### config.mk
export PLATFORM = sky130hd
export DESIGN_NAME = fifo_rr_read_scheduler
export DESIGN_NICKNAME = d
export VERILOG_FILES = /design/src/rtl/fifo_rr_read_scheduler.sv
export SDC_FILE = /design/constraint.sdc
export NUM_CORES = 1
export LEC_CHECK = 0
export ABC_AREA = 1
export BUFFER_PORTS_ARGS = -buffer_cell sky130_fd_sc_hd__buf_2
export CAP_MARGIN = 20
export CORE_MARGIN = 10
export CORE_UTILIZATION = 47
export CTS_CLUSTER_SIZE = 8
export DETAILED_ROUTE_END_ITERATION = 6
export HOLD_SLACK_MARGIN = 0.02
export PLACE_DENSITY_LB_ADDON = 0.25
export SETUP_SLACK_MARGIN = 0.1
export SLEW_MARGIN = 10
export SYNTH_ARGS = -nofsm -noshare
export SYNTH_HDL_FRONTEND = slang
export SYNTH_SLANG_ARGS = --single-unit
### constraint.sdc
create_clock -name clk -period 2.35 [get_ports clk]
set_input_delay 0.1175 -clock clk [delete_from_list [all_inputs] [get_ports clk]]
set_output_delay 0.1175 -clock clk [all_outputs]
set_load 0.01 [all_outputs]
### src/rtl/fifo_rr_read_scheduler.sv
// Round-robin read scheduler: grants one of NUM_Q attached FIFOs at a time,
// reads up to BURST_LEN words from it and funnels them, tagged with their
// source queue id, into a 2-entry output buffer.
//
// Handshakes:
//   - Downstream port is strict valid/ready. A word transfers in a cycle where
//     out_valid && out_ready. While out_valid is high and out_ready is low,
//     out_data/out_qid hold their value and out_valid stays high.
//   - Upstream FIFOs: q_rd_en[i] high in cycle c with q_empty[i] low pops one
//     word, and that word is presented on lane i of q_rd_data in cycle c+1 only.
//     A read is issued only when the output buffer is guaranteed to have room
//     for it one cycle later, so captured words are never dropped.
module fifo_rr_read_scheduler #(
    parameter int NUM_Q      = 4,
    parameter int DATA_WIDTH = 8,
    parameter int BURST_LEN  = 4,
    parameter int QID_WIDTH  = $clog2(NUM_Q)
) (
    input  logic                        clk,
    input  logic                        rst,
    input  logic [NUM_Q-1:0]            q_empty,
    input  logic [NUM_Q*DATA_WIDTH-1:0] q_rd_data,
    output logic [NUM_Q-1:0]            q_rd_en,
    output logic                        out_valid,
    input  logic                        out_ready,
    output logic [DATA_WIDTH-1:0]       out_data,
    output logic [QID_WIDTH-1:0]        out_qid,
    output logic                        busy
);

    localparam int BC_W = $clog2(BURST_LEN + 1);

    typedef enum logic [0:0] {
        ST_IDLE  = 1'b0,
        ST_BURST = 1'b1
    } state_t;

    // Scheduler state
    state_t                state_q, state_d;
    logic [QID_WIDTH-1:0]  grant_q, grant_d;
    logic [QID_WIDTH-1:0]  rr_ptr_q, rr_ptr_d;
    logic [BC_W-1:0]       burst_cnt_q, burst_cnt_d;
    logic                  inflight_q, inflight_d;
    logic [QID_WIDTH-1:0]  inflight_qid_q, inflight_qid_d;

    // Output buffer state (2 entries, circular)
    logic [1:0]                 buf_cnt_q, buf_cnt_d;
    logic                       buf_rd_ptr_q, buf_rd_ptr_d;
    logic                       buf_wr_ptr_q, buf_wr_ptr_d;
    logic [1:0][DATA_WIDTH-1:0] buf_data_q, buf_data_d;
    logic [1:0][QID_WIDTH-1:0]  buf_qid_q, buf_qid_d;

    // Internal combinational signals
    logic                  hit_hi, hit_lo;
    logic [QID_WIDTH-1:0]  idx_hi, idx_lo;
    logic                  found;
    logic [QID_WIDTH-1:0]  found_idx;
    logic                  grant_empty;
    logic                  pop;
    logic [2:0]            occupancy;
    logic                  issue;
    logic [QID_WIDTH-1:0]  next_ptr;
    logic [BC_W-1:0]       burst_cnt_inc;
    logic [DATA_WIDTH-1:0] cap_data;

    // Round-robin search: lowest non-empty index at or above rr_ptr, else the
    // lowest non-empty index overall (the wrap-around case).
    always_comb begin
        hit_hi = 1'b0;
        hit_lo = 1'b0;
        idx_hi = '0;
        idx_lo = '0;
        for (int i = NUM_Q - 1; i >= 0; i--) begin
            if (!q_empty[i]) begin
                hit_lo = 1'b1;
                idx_lo = QID_WIDTH'(i);
                if (QID_WIDTH'(i) >= rr_ptr_q) begin
                    hit_hi = 1'b1;
                    idx_hi = QID_WIDTH'(i);
                end
            end
        end
        found     = hit_lo;
        found_idx = hit_hi ? idx_hi : idx_lo;
    end

    // Empty flag of the currently granted FIFO.
    always_comb begin
        grant_empty = 1'b1;
        for (int i = 0; i < NUM_Q; i++) begin
            if (grant_q == QID_WIDTH'(i)) begin
                grant_empty = q_empty[i];
            end
        end
    end

    // Read issue decision: the buffer must have a free slot once the word
    // that is already in flight (if any) and this cycle's pop are accounted for.
    always_comb begin
        pop       = (buf_cnt_q != 2'd0) && out_ready;
        occupancy = {1'b0, buf_cnt_q} + {2'b00, inflight_q} - {2'b00, pop};
        issue     = !rst && (state_q == ST_BURST) && !grant_empty && (occupancy < 3'd2);
        next_ptr  = (grant_q == QID_WIDTH'(NUM_Q - 1)) ? '0 : grant_q + QID_WIDTH'(1);
        burst_cnt_inc = burst_cnt_q + BC_W'(1);
    end

    // Next-state logic of the IDLE/BURST scheduler and the in-flight tracker.
    always_comb begin
        state_d        = state_q;
        grant_d        = grant_q;
        rr_ptr_d       = rr_ptr_q;
        burst_cnt_d    = burst_cnt_q;
        inflight_d     = issue;
        inflight_qid_d = issue ? grant_q : inflight_qid_q;
        case (state_q)
            ST_IDLE: begin
                if (found) begin
                    grant_d     = found_idx;
                    burst_cnt_d = '0;
                    state_d     = ST_BURST;
                end
            end
            ST_BURST: begin
                if (grant_empty) begin
                    // Granted FIFO ran dry: hand over to the next queue.
                    state_d  = ST_IDLE;
                    rr_ptr_d = next_ptr;
                end else if (issue) begin
                    burst_cnt_d = burst_cnt_inc;
                    if (burst_cnt_inc == BC_W'(BURST_LEN)) begin
                        state_d  = ST_IDLE;
                        rr_ptr_d = next_ptr;
                    end
                end
                // Otherwise stalled on buffer credit: hold everything.
            end
            default: begin
                state_d = ST_IDLE;
            end
        endcase
    end

    // One-hot read enable towards the granted FIFO.
    always_comb begin
        q_rd_en = '0;
        for (int i = 0; i < NUM_Q; i++) begin
            if (issue && (grant_q == QID_WIDTH'(i))) begin
                q_rd_en[i] = 1'b1;
            end
        end
    end

    // Lane select for the word returned by the read issued last cycle.
    always_comb begin
        cap_data = '0;
        for (int i = 0; i < NUM_Q; i++) begin
            if (inflight_qid_q == QID_WIDTH'(i)) begin
                cap_data = q_rd_data[i*DATA_WIDTH +: DATA_WIDTH];
            end
        end
    end

    // Output buffer: capture at the write pointer, pop at the read pointer.
    always_comb begin
        buf_data_d   = buf_data_q;
        buf_qid_d    = buf_qid_q;
        buf_wr_ptr_d = buf_wr_ptr_q;
        buf_rd_ptr_d = buf_rd_ptr_q;
        if (inflight_q) begin
            buf_data_d[buf_wr_ptr_q] = cap_data;
            buf_qid_d[buf_wr_ptr_q]  = inflight_qid_q;
            buf_wr_ptr_d             = ~buf_wr_ptr_q;
        end
        if (pop) begin
            buf_rd_ptr_d = ~buf_rd_ptr_q;
        end
        buf_cnt_d = buf_cnt_q + {1'b0, inflight_q} - {1'b0, pop};
    end

    // Outputs derived purely from registered state.
    always_comb begin
        out_valid = (buf_cnt_q != 2'd0);
        out_data  = buf_data_q[buf_rd_ptr_q];
        out_qid   = buf_qid_q[buf_rd_ptr_q];
        busy      = (state_q == ST_BURST) || inflight_q || (buf_cnt_q != 2'd0);
    end

    // State registers; reset also discards in-flight and buffered words.
    always_ff @(posedge clk) begin
        if (rst) begin
            state_q        <= ST_IDLE;
            grant_q        <= '0;
            rr_ptr_q       <= '0;
            burst_cnt_q    <= '0;
            inflight_q     <= 1'b0;
            inflight_qid_q <= '0;
            buf_cnt_q      <= 2'd0;
            buf_rd_ptr_q   <= 1'b0;
            buf_wr_ptr_q   <= 1'b0;
            buf_data_q     <= '0;
            buf_qid_q      <= '0;
        end else begin
            state_q        <= state_d;
            grant_q        <= grant_d;
            rr_ptr_q       <= rr_ptr_d;
            burst_cnt_q    <= burst_cnt_d;
            inflight_q     <= inflight_d;
            inflight_qid_q <= inflight_qid_d;
            buf_cnt_q      <= buf_cnt_d;
            buf_rd_ptr_q   <= buf_rd_ptr_d;
            buf_wr_ptr_q   <= buf_wr_ptr_d;
            buf_data_q     <= buf_data_d;
            buf_qid_q      <= buf_qid_d;
        end
    end

endmodule

==> results of run 1 <==
-- where the power goes --
group,internal [µW],total (µW),leakage (µW),switching [µW]
registers,675,754,0.000285,79.1
clock network,208,423,0.0000422,215
logic,421,943,0.000870,522
-- cell usage after synthesis (2+ instances only) --
library cell / number / area [µm²]
a21oi_1: 33 / 165
buf_2: 3 / 15.0
buf_6: 2 / 22.5
clkbuf_1: 7 / 26.3
dfxtp_1: 35 / 701
ha_1: 8 / 100
inv_1: 32 / 120
inv_2: 2 / 7.51
nand2_1: 58 / 218
nand2_2: 2 / 12.5
nand3_1: 21 / 105
nand4_1: 4 / 25.0
nor2_1: 17 / 63.8
nor3_1: 2 / 10.0
o21ai_0: 36 / 180
o21ai_1: 8 / 40.0
-- routing by layer --
layer | part of all wire [%] | global-route usage (%) | vias up
met5 | 0 | 0 | -
met4 | 1.7 | 5.78 | 0
met3 | 5.3 | 3.81 | 9
met2 | 50 | 24.9 | 39
met1 | 43 | 16.8 | 919
li1 | - | - | 1045
-- cell families after synthesis --
| logic type | after synthesis |
|---|---|
| compound gates | 80 |
| simple gates | 110 |
| buf+inv | 48 |
| fa+ha+maj | 9 |
| flops | 35 |
-- state kept, by name, indices dropped and copies added (netlist names), 2 cells and up --
register        count
rr_ptr_q            2
burst_cnt_q         3
inflight_qid_q      2
buf_cnt_q           2
buf_data_q         16
buf_qid_q           4
grant_q             2
-- critical path: stages (launching register included) --
cell and delay [ns]:
dfxtp_2 0.34, nor2_4 0.11, inv_2 0.05, nand2_2 0.06, inv_2 0.05, ha_4 0.25, inv_2 0.03, ha_4 0.14
fa_2 0.43, nor2_2 0.10, nand3_2 0.08, inv_2 0.09, nand3_4 0.14, nor2_4 0.14, buf_6 0.11
-- timing repair --
action,in CTS,in global routing
gates cloned,0,1
pin swaps,6,1
gates resized for setup,15,2
setup endpoints to repair,13,13
buffers inserted,4,3
-- layout make-up --
| type | instances | area, µm² |
|---|---|---|
| clock buffers | 7 | 76.3 |
| clock inverters | 1 | 5.00 |
| fillers | 375 | 1480 |
| inverters | 35 | 131 |
| multi-input cells | 199 | 1120 |
| flip-flops and latches | 35 | 703 |
| well taps | 50 | 62.6 |
| repair buffers | 67 | 394 |
-- per-stage QoR --
step	cells	hold slack (ns)
floorplan	282	0.269
finish	394	0.119
detailed placement	378	0.419
global placement	378	0.415
global route	394	0.142
CTS	390	0.126
-- worst max path at each step --
stage | startpoint | end | slack, ns | depth (start not counted)
floorplan | buf_cnt_q[1]$_SDFF_PP0_ | burst_cnt_q[0]$_SDFFE_PP0P_ | 0.08 | 15
global placement | buf_cnt_q[1]$_SDFF_PP0_ | burst_cnt_q[2]$_SDFFE_PP0P_ | -0.04 | 15
detailed placement | buf_cnt_q[1]$_SDFF_PP0_ | burst_cnt_q[2]$_SDFFE_PP0P_ | -0.17 | 15
CTS | buf_cnt_q[0]$_SDFF_PP0_ | q_rd_en[0] | -0.16 | 14
global route | buf_cnt_q[0]$_SDFF_PP0_ | q_rd_en[1] | -0.29 | 14
finish | buf_cnt_q[0]$_SDFF_PP0_ | q_rd_en[1] | -0.20 | 14
==> flow_metrics.py, run 1 <==
metrics = {
    "run_status": {
        "status": "finished, violations left",
        "violations": "negative setup slack",
    },
    "die": {
        "die-area_mm2": 0.00706,
        "ios": 55,
        "num_rows": 23,
        "core_mm2": 0.00397,
        "die_y_um": 84.1,
        "die-width_um": 84.1,
        "initial_core_util_pct": 48.6,
    },
    "pwr": {
        "p_leak_uw": 0.00120,
        "vdd_drop_max_mv": 0.380,
        "pwr_density_cell_mw_per_mm2": 851,
        "power_uw": 2120,
    },
    "detailed_routing": {
        "ant_nets": 0,
        "via_per_inst": 5.11,
        "dr.pass1.iters": 4,
        "drt_iter0_markers": 145,
        "route.detailed.drc": 0,
        "vias": 2012,
        "avgRoutedWirePerCell_um": 13.4,
        "totalWireLength_mm": 5.29,
    },
    "critical_path": {
        "regToRegSetupSlack_ns": -0.15,
        "r2r_cells": 16,
        "path_class": "register to output port",
        "required_ns": 2.23,
        "worstSetupStartpointType": "register",
        "rr_endpoint": "inflight_qid_q[1]$_SDFFE_PP0P_",
        "critPathCaptureType": "output port",
        "reg2reg_from": "buf_cnt_q[0]$_SDFF_PP0_",
        "cp_max_fo": 5,
        "worstPathArrival_ns": 2.43,
    },
    "worst_hold_path": {
        "min_path_type": "input pin to register",
        "hold_depth": 3,
        "hp-start": "q_rd_data[30]",
        "min_to": "buf_data_q[14]$_SDFFE_PP0P_",
    },
    "finish": {
        "final_area_mm2": 0.00249,
        "final_cell_mix": "nand2_1, buf_2, o21ai_0, a21oi_1, dfxtp_1",
        "mostFrequentLayoutCell": "nand2_1",
        "final_nets": 391,
        "utilization_pct": 62.8,
        "diodes": 0,
        "syn_to_final_growth_pct": 29.3,
        "drive_above_1_share_pct": 29.7,
    },
    "synthesis": {
        "synth_warnings": 0,
        "synth_area_per_cell_um2": 6.84,
        "synth_enable_flop_cells": 0,
        "synth_xor_xnor_area_share_pct": 0,
        "synthCells": 282,
        "synthFlopType": "dfxtp_1",
        "synth-compound-area-share_pct": 21.2,
        "ys_seq_area_share_pct": 36.3,
        "synth-adder-area-share_pct": 6.23,
        "synth.distinct_cells": 28,
        "async_flop_share_pct": 0,
        "synthMuxAreaShare_pct": 0,
        "synth_nets": 330,
        "synth_area_mm2": 0.00193,
        "yosys.area_share.simple_pct": 25.7,
        "synth-seq-cells": 35,
        "synth_top_family_by_area": "simple AND/OR/NAND/NOR gates",
    },
    "place": {
        "pre_cts_slack_ns": -0.173,
        "place_congestion": 0.820,
        "dpl.hpwl_mm": 3.82,
        "port_buffers": 54,
        "dpl_cell_area_mm2": 0.00228,
    },
    "timing": {
        "clock.fmax_mhz": 393,
        "max_slew_margin_pct": 57.5,
        "hold_violations": 0,
        "fin_crit_sh_pct": 108,
        "grt_setup_unrepaired": "yes",
        "tightest_slew_ns": 0.637,
        "period_minus_slack_ns": 2.55,
        "fin_skew_ns": 0.00199,
        "fin_setup_tns_ns": -1.52,
        "final_max_slew_viol_count": 0,
        "setup_viol": 10,
        "setup_ws_ns": -0.195,
    },
    "clock_network": {
        "cts-htree-levels": 2,
        "cts.sinks": 35,
        "cts_tree": "built",
        "insertion_delay_ns": 0.29,
        "holdBufCountCts": 0,
        "clk_path_buf_depth": 2,
        "numCtsBuffers": 5,
        "clkTransAtPathRegs_ns": 0.07,
        "cts_root_buf": "clkbuf_8",
    },
    "grt": {
        "antenna_found_initial": 0,
        "grt_pass1_wl_mm": 8.84,
        "grt_start_max_net_pins": 28,
        "grt_pass1_vias": 1922,
        "track_usage_pct": 14.6,
        "grt_overflow": 0,
    },
    "job": {
        "maxCapViolations": 0,
    },
}
(Power assumes the default switching activity.)
==> run 2: changes to the inputs <==
- SKIP_CTS_REPAIR_TIMING: default -> 1
==> flow_metrics.py, run 2 (same netlist as run 1, synthesis figures left out) <==
metrics = {
    "run_status": {
        "status": "finished, violations left",
        "violations": "negative setup slack",
    },
    "job": {
        "maxCapViolations": 0,
    },
    "pwr": {
        "power_uw": 2100,
        "p_int_uw": 1290,
        "pwr_density_cell_mw_per_mm2": 844,
        "power_frac_seq_pct": 35.9,
        "p_sw_uw": 809,
        "pwr-share-clk_pct": 20.1,
        "p_leak_uw": 0.00120,
        "vdd_drop_max_mv": 0.409,
        "pwr-share-comb_pct": 44.1,
        "p_sw_share_pct": 38.6,
    },
    "finish": {
        "reg_top3": "buf_data_q (16), buf_qid_q (4), burst_cnt_q (3)",
        "mostFrequentLayoutCell": "nand2_1",
        "largest_register_ffs": 16,
        "syn_to_final_growth_pct": 29.0,
        "drive_above_1_share_pct": 29.1,
        "final_nets": 391,
        "final_area_mm2": 0.00249,
        "final_cell_mix": "nand2_1, buf_2, o21ai_0, a21oi_1, dfxtp_1",
        "fillers": 376,
        "regMostFlops": "buf_data_q",
        "diodes": 0,
        "stdcell_count": 394,
    },
    "critical_path": {
        "crit_family": "adder cells",
        "critPathCaptureType": "register",
        "cp_max_fo": 6,
        "crit_buf_inv": 7,
        "critPathSlowestCell": "fa_2",
        "worstSetupStartpointType": "register",
        "required_ns": 2.57,
        "path_cells": "nor2_4 > inv_2 > nand2_2 > inv_2 > ha_4 > inv_2 > ha_4 > fa_2 > nor2_2 > nand3_2 > inv_2 > nand3_4 > buf_4 > buf_4 > inv_1 > nand2_1 > a21oi_1",
        "worstPathArrival_ns": 2.82,
        "path_class": "register to register",
        "crit_top_cell": "inv_2",
        "critPathMaxStageDelay_ns": 0.43,
    },
    "place": {
        "port_buffers": 54,
        "pre_cts_slack_ns": -0.173,
        "dpl_cell_area_mm2": 0.00228,
        "placed_cells": 378,
        "dpl.hpwl_mm": 3.82,
        "place_congestion": 0.820,
    },
    "clock_network": {
        "numCtsBuffers": 5,
        "cts.sinks": 35,
        "clkTransAtPathRegs_ns": 0.07,
        "cts_root_buf": "clkbuf_8",
        "clk_path_buf_depth": 2,
        "cts-htree-levels": 2,
        "cts_tree": "built",
        "insertion_delay_ns": 0.29,
    },
    "timing": {
        "period_minus_slack_ns": 2.60,
        "final_max_slew_viol_count": 0,
        "clock.fmax_mhz": 384,
        "tightest_slew_ns": 0.655,
        "fin_crit_sh_pct": 111,
        "setup_viol": 11,
        "holdWs_ns": 0.121,
        "fin_skew_ns": 0.00205,
        "setup_ws_ns": -0.252,
        "hold_violations": 0,
        "max_slew_margin_pct": 56.3,
        "grt_setup_unrepaired": "yes",
    },
    "detailed_routing": {
        "drt_iter0_markers": 150,
        "via_per_inst": 5.15,
        "avgRoutedWirePerCell_um": 13.5,
        "route.detailed.drc": 0,
        "dr.pass1.iters": 4,
        "ant_nets": 0,
        "vias": 2031,
        "totalWireLength_mm": 5.34,
    },
    "grt": {
        "grt_pass1_wl_mm": 8.56,
        "track_usage_pct": 14.1,
        "grt_start_max_net_pins": 28,
        "grt_overflow": 0,
        "grt_pass1_vias": 1864,
        "antenna_found_initial": 0,
    },
    "die": {
        "core_mm2": 0.00397,
        "initial_core_util_pct": 48.6,
        "die-width_um": 84.1,
        "die_y_um": 84.1,
        "die-area_mm2": 0.00706,
        "num_rows": 23,
        "ios": 55,
    },
    "worst_hold_path": {
        "min_path_type": "input pin to register",
    },
}
## run 2: per-stage QoR
stage	utilization, %	setup TNS (ns)
final	62.6	-1.74
after global routing	62.6	-2.96
after CTS	59.4	-2.70
after detailed placement	57.3	-1.29
after global placement	57.3	-0.279
after floorplan	-	0
## run 2: worst paths after layout
kind,from,to,slack [ns],cells after the start
setup / recovery,buf_cnt_q[0]$_SDFF_PP0_,burst_cnt_q[1]$_SDFFE_PP0P_,-0.25,17
hold / removal,q_rd_data[30],buf_data_q[14]$_SDFFE_PP0P_,0.12,3
setup reg to reg,buf_cnt_q[0]$_SDFF_PP0_,burst_cnt_q[1]$_SDFFE_PP0P_,-0.25,17
hold reg to reg,burst_cnt_q[2]$_SDFFE_PP0P_,burst_cnt_q[2]$_SDFFE_PP0P_,0.52,2
## run 2: final cells by class
class	count	area, µm²	area share, %
sequential	35	703	28.3
multi-input combinational	199	1120	44.9
tap	50	62.6	2.52
timing repair buffer	67	393	15.8
inverter	35	131	5.28
clock inverter	1	5.00	0.201
clock buffer	7	76.3	3.07
## run 2: worst reg2reg max path: cells and delay by family (launching register included)
kind	cells	cell delay [ns]
AO/OA/AOI/OAI	1	0.13
adder cells (fa/ha/maj)	3	0.82
buffers and inverters	7	0.63
flip-flops	1	0.34
AND/OR/NAND/NOR	6	0.59
## run 2: routing by layer
| layer | vias to the layer above | global-route usage, % | routed length [µm] |
|---|---|---|---|
| li1 | 1046 | - | - |
| met1 | 939 | 16.6 | 2320 |
| met2 | 37 | 23.5 | 2710 |
| met3 | 9 | 3.61 | 236 |
| met4 | 0 | 5.48 | 79 |
| met5 | - | 0 | 0 |
## run 2: power by group through the flow
stage          logic [µW]  clock network, µW  registers, µW
3_3_place_gp          733                  0            754
4_1_cts               755                423            744
6_report              925                421            753
3_5_place_dp          752                  0            757
2_1_floorplan         536                  0            727
5_1_grt              1040                455            767
==> run 3: changes to the inputs <==
- ABC_AREA: 1 -> default
- CORE_UTILIZATION: 47 -> 46
==> flow_metrics.py, run 3 <==
metrics = {
    "run_status": {
        "status": "finished, violations left",
        "violations": "negative setup slack",
    },
    "critical_path": {
        "required_ns": 2.23,
        "crit_family": "simple AND/OR/NAND/NOR gates",
        "crit_buf_inv": 3,
        "critPathMaxStageDelay_ns": 0.46,
        "worstPathArrival_ns": 2.63,
        "worstSetupStartpointType": "register",
        "regToRegSetupSlack_ns": -0.31,
        "path_class": "register to output port",
        "critPathCaptureType": "output port",
        "critPathSlowestCell": "fa_1",
        "path_cells": "inv_2 > nand2_2 > and2_4 > ha_4 > inv_2 > ha_4 > fa_1 > nor3b_2 > nand2_1 > and3b_4 > and2_4 > buf_6",
        "cp_max_fo": 7,
    },
    "finish": {
        "regMostFlops": "buf_data_q",
        "fillers": 363,
        "reg_top3": "buf_data_q (16), buf_qid_q (4), burst_cnt_q (3)",
        "drive_above_1_share_pct": 41.1,
        "seq_area_um2": 702,
        "final_nets": 317,
        "diodes": 0,
        "final_cell_mix": "buf_2, nand2_1, dfxtp_1, a21oi_1, buf_4",
        "mostFrequentLayoutCell": "buf_2",
        "largest_register_ffs": 16,
        "utilization_pct": 61.4,
        "multiInputGateArea_mm2": 0.00115,
        "syn_to_final_growth_pct": 29.3,
    },
    "grt": {
        "grt_overflow": 0,
        "antenna_found_initial": 0,
        "grt_busiest_layer": "met2",
        "use_met3_pct": 4.10,
        "grt_start_max_net_pins": 36,
        "track_usage_pct": 12.5,
        "grtUsageMet2_pct": 20.1,
        "grt_pass1_vias": 1636,
        "grt_pass1_wl_mm": 7.40,
        "grt.met1_usage_pct": 14.8,
    },
    "die": {
        "initial_core_util_pct": 47.5,
        "die_y_um": 84.0,
        "die-area_mm2": 0.00706,
        "die-width_um": 84.0,
        "core_mm2": 0.00397,
        "num_rows": 23,
        "ios": 55,
    },
    "clock_network": {
        "cts_root_buf": "clkbuf_8",
        "cts_tree": "built",
        "cts.sinks": 35,
        "clkTransAtPathRegs_ns": 0.07,
        "insertion_delay_ns": 0.29,
        "numCtsBuffers": 5,
        "cts-htree-levels": 2,
        "clk_path_buf_depth": 2,
    },
    "worst_hold_path": {
        "min_path_type": "input pin to register",
    },
    "synthesis": {
        "yosys-top-cells-area": "dfxtp_1, mux4_2, nand2_1",
        "synth_enable_flop_cells": 0,
        "synth-seq-cells": 35,
        "synth_area_per_cell_um2": 9.11,
        "synth.distinct_cells": 36,
        "synth_area_leader_cell": "dfxtp_1",
        "netlist.area_leader.share_pct": 37.2,
        "synth_warnings": 0,
        "synthCells": 207,
        "synth_most_common_cell": "nand2_1",
        "async_flop_share_pct": 0,
        "synth_area_mm2": 0.00189,
        "ys_seq_area_share_pct": 37.2,
        "synthFlopType": "dfxtp_1",
        "ys_top_cells_by_count": "nand2_1, dfxtp_1, a21oi_1",
        "synth_nets": 255,
    },
    "detailed_routing": {
        "dr.pass1.iters": 4,
        "ant_nets": 0,
        "avgRoutedWirePerCell_um": 13.7,
        "drt_iter0_markers": 75,
        "totalWireLength_mm": 4.39,
        "route.detailed.drc": 0,
        "vias": 1626,
        "via_per_inst": 5.08,
    },
    "timing": {
        "holdWs_ns": 0.200,
        "hold_violations": 0,
        "fin_skew_ns": 0.00491,
        "tightest_slew_ns": 0.760,
        "max_slew_margin_pct": 49.2,
        "period_minus_slack_ns": 2.75,
        "clock.fmax_mhz": 364,
        "fin_crit_sh_pct": 117,
        "setup_ws_ns": -0.399,
        "setup_viol": 12,
        "final_max_slew_viol_count": 0,
        "grt_setup_unrepaired": "yes",
    },
    "pwr": {
        "vdd_drop_max_mv": 0.451,
        "pwr_density_cell_mw_per_mm2": 766,
        "p_leak_uw": 0.00106,
    },
    "place": {
        "dpl.hpwl_mm": 3.23,
        "place_congestion": 0.732,
        "pre_cts_slack_ns": -0.279,
        "port_buffers": 54,
    },
    "job": {
        "maxCapViolations": 0,
    },
}
-- run 3: area by class of cell --
cell class                 count  share of cell area [%]
clock inverter                 2                    1.44
tap                           50                    2.57
timing repair buffer          66                    15.5
multi-input combinational    153                    47.0
inverter                       8                    1.23
clock buffer                   6                    3.39
sequential                    35                    28.8
-- run 3: stage by stage --
step / power (µW) / setup TNS, ns / area [µm²] / std cells
5_1_grt: 2000 / -4.91 / 2440 / 320
2_1_floorplan: 1080 / -1.11 / 1920 / 207
4_1_cts: 1840 / -3.82 / 2370 / 315
3_5_place_dp: 1270 / -2.41 / 2260 / 307
6_report: 1870 / -3.15 / 2440 / 320
3_3_place_gp: 1260 / -1.60 / 2260 / 307
-- run 3: cells by family after synthesis --
kind of cell / count (synthesis) / synth area share, %
simple gates: 82 / 21.3
compound gates: 36 / 10.9
flops: 35 / 37.2
mux: 24 / 19.0
buf+inv: 19 / 4.25
fa+ha+maj: 9 / 6.37
xor+xnor: 2 / 0.929
-- run 3: final timing paths --
check                              start                     endpoint  depth (start not counted)
max              buf_cnt_q[1]$_SDFF_PP0_                   q_rd_en[1]                         12
min                           q_empty[3]      grant_q[1]$_SDFFE_PP0P_                          3
max reg2reg      buf_cnt_q[1]$_SDFF_PP0_  burst_cnt_q[0]$_SDFFE_PP0P_                         13
min reg2reg  buf_data_q[13]$_SDFFE_PP0P_  buf_data_q[13]$_SDFFE_PP0P_                          2
-- run 3: tightest hold or removal path, delay by kind of cell --
family,cells,cell delay (ns)
compound gates,2,0.21
buf+inv,1,0.11
-- run 3: power by group --
group / internal, µW / leakage (µW) / switching [µW]
clock network: 343 / 0.0000612 / 220
registers: 649 / 0.000284 / 66.9
logic: 334 / 0.000711 / 255
-- run 3: per-layer routing --
metal / routed length (µm) / up-vias / share of wire, %
li1: - / 830 / -
met2: 2170 / 35 / 49
met5: 0 / - / 0
met4: 62 / 0 / 1.4
met1: 1910 / 755 / 44
met3: 251 / 6 / 5.7
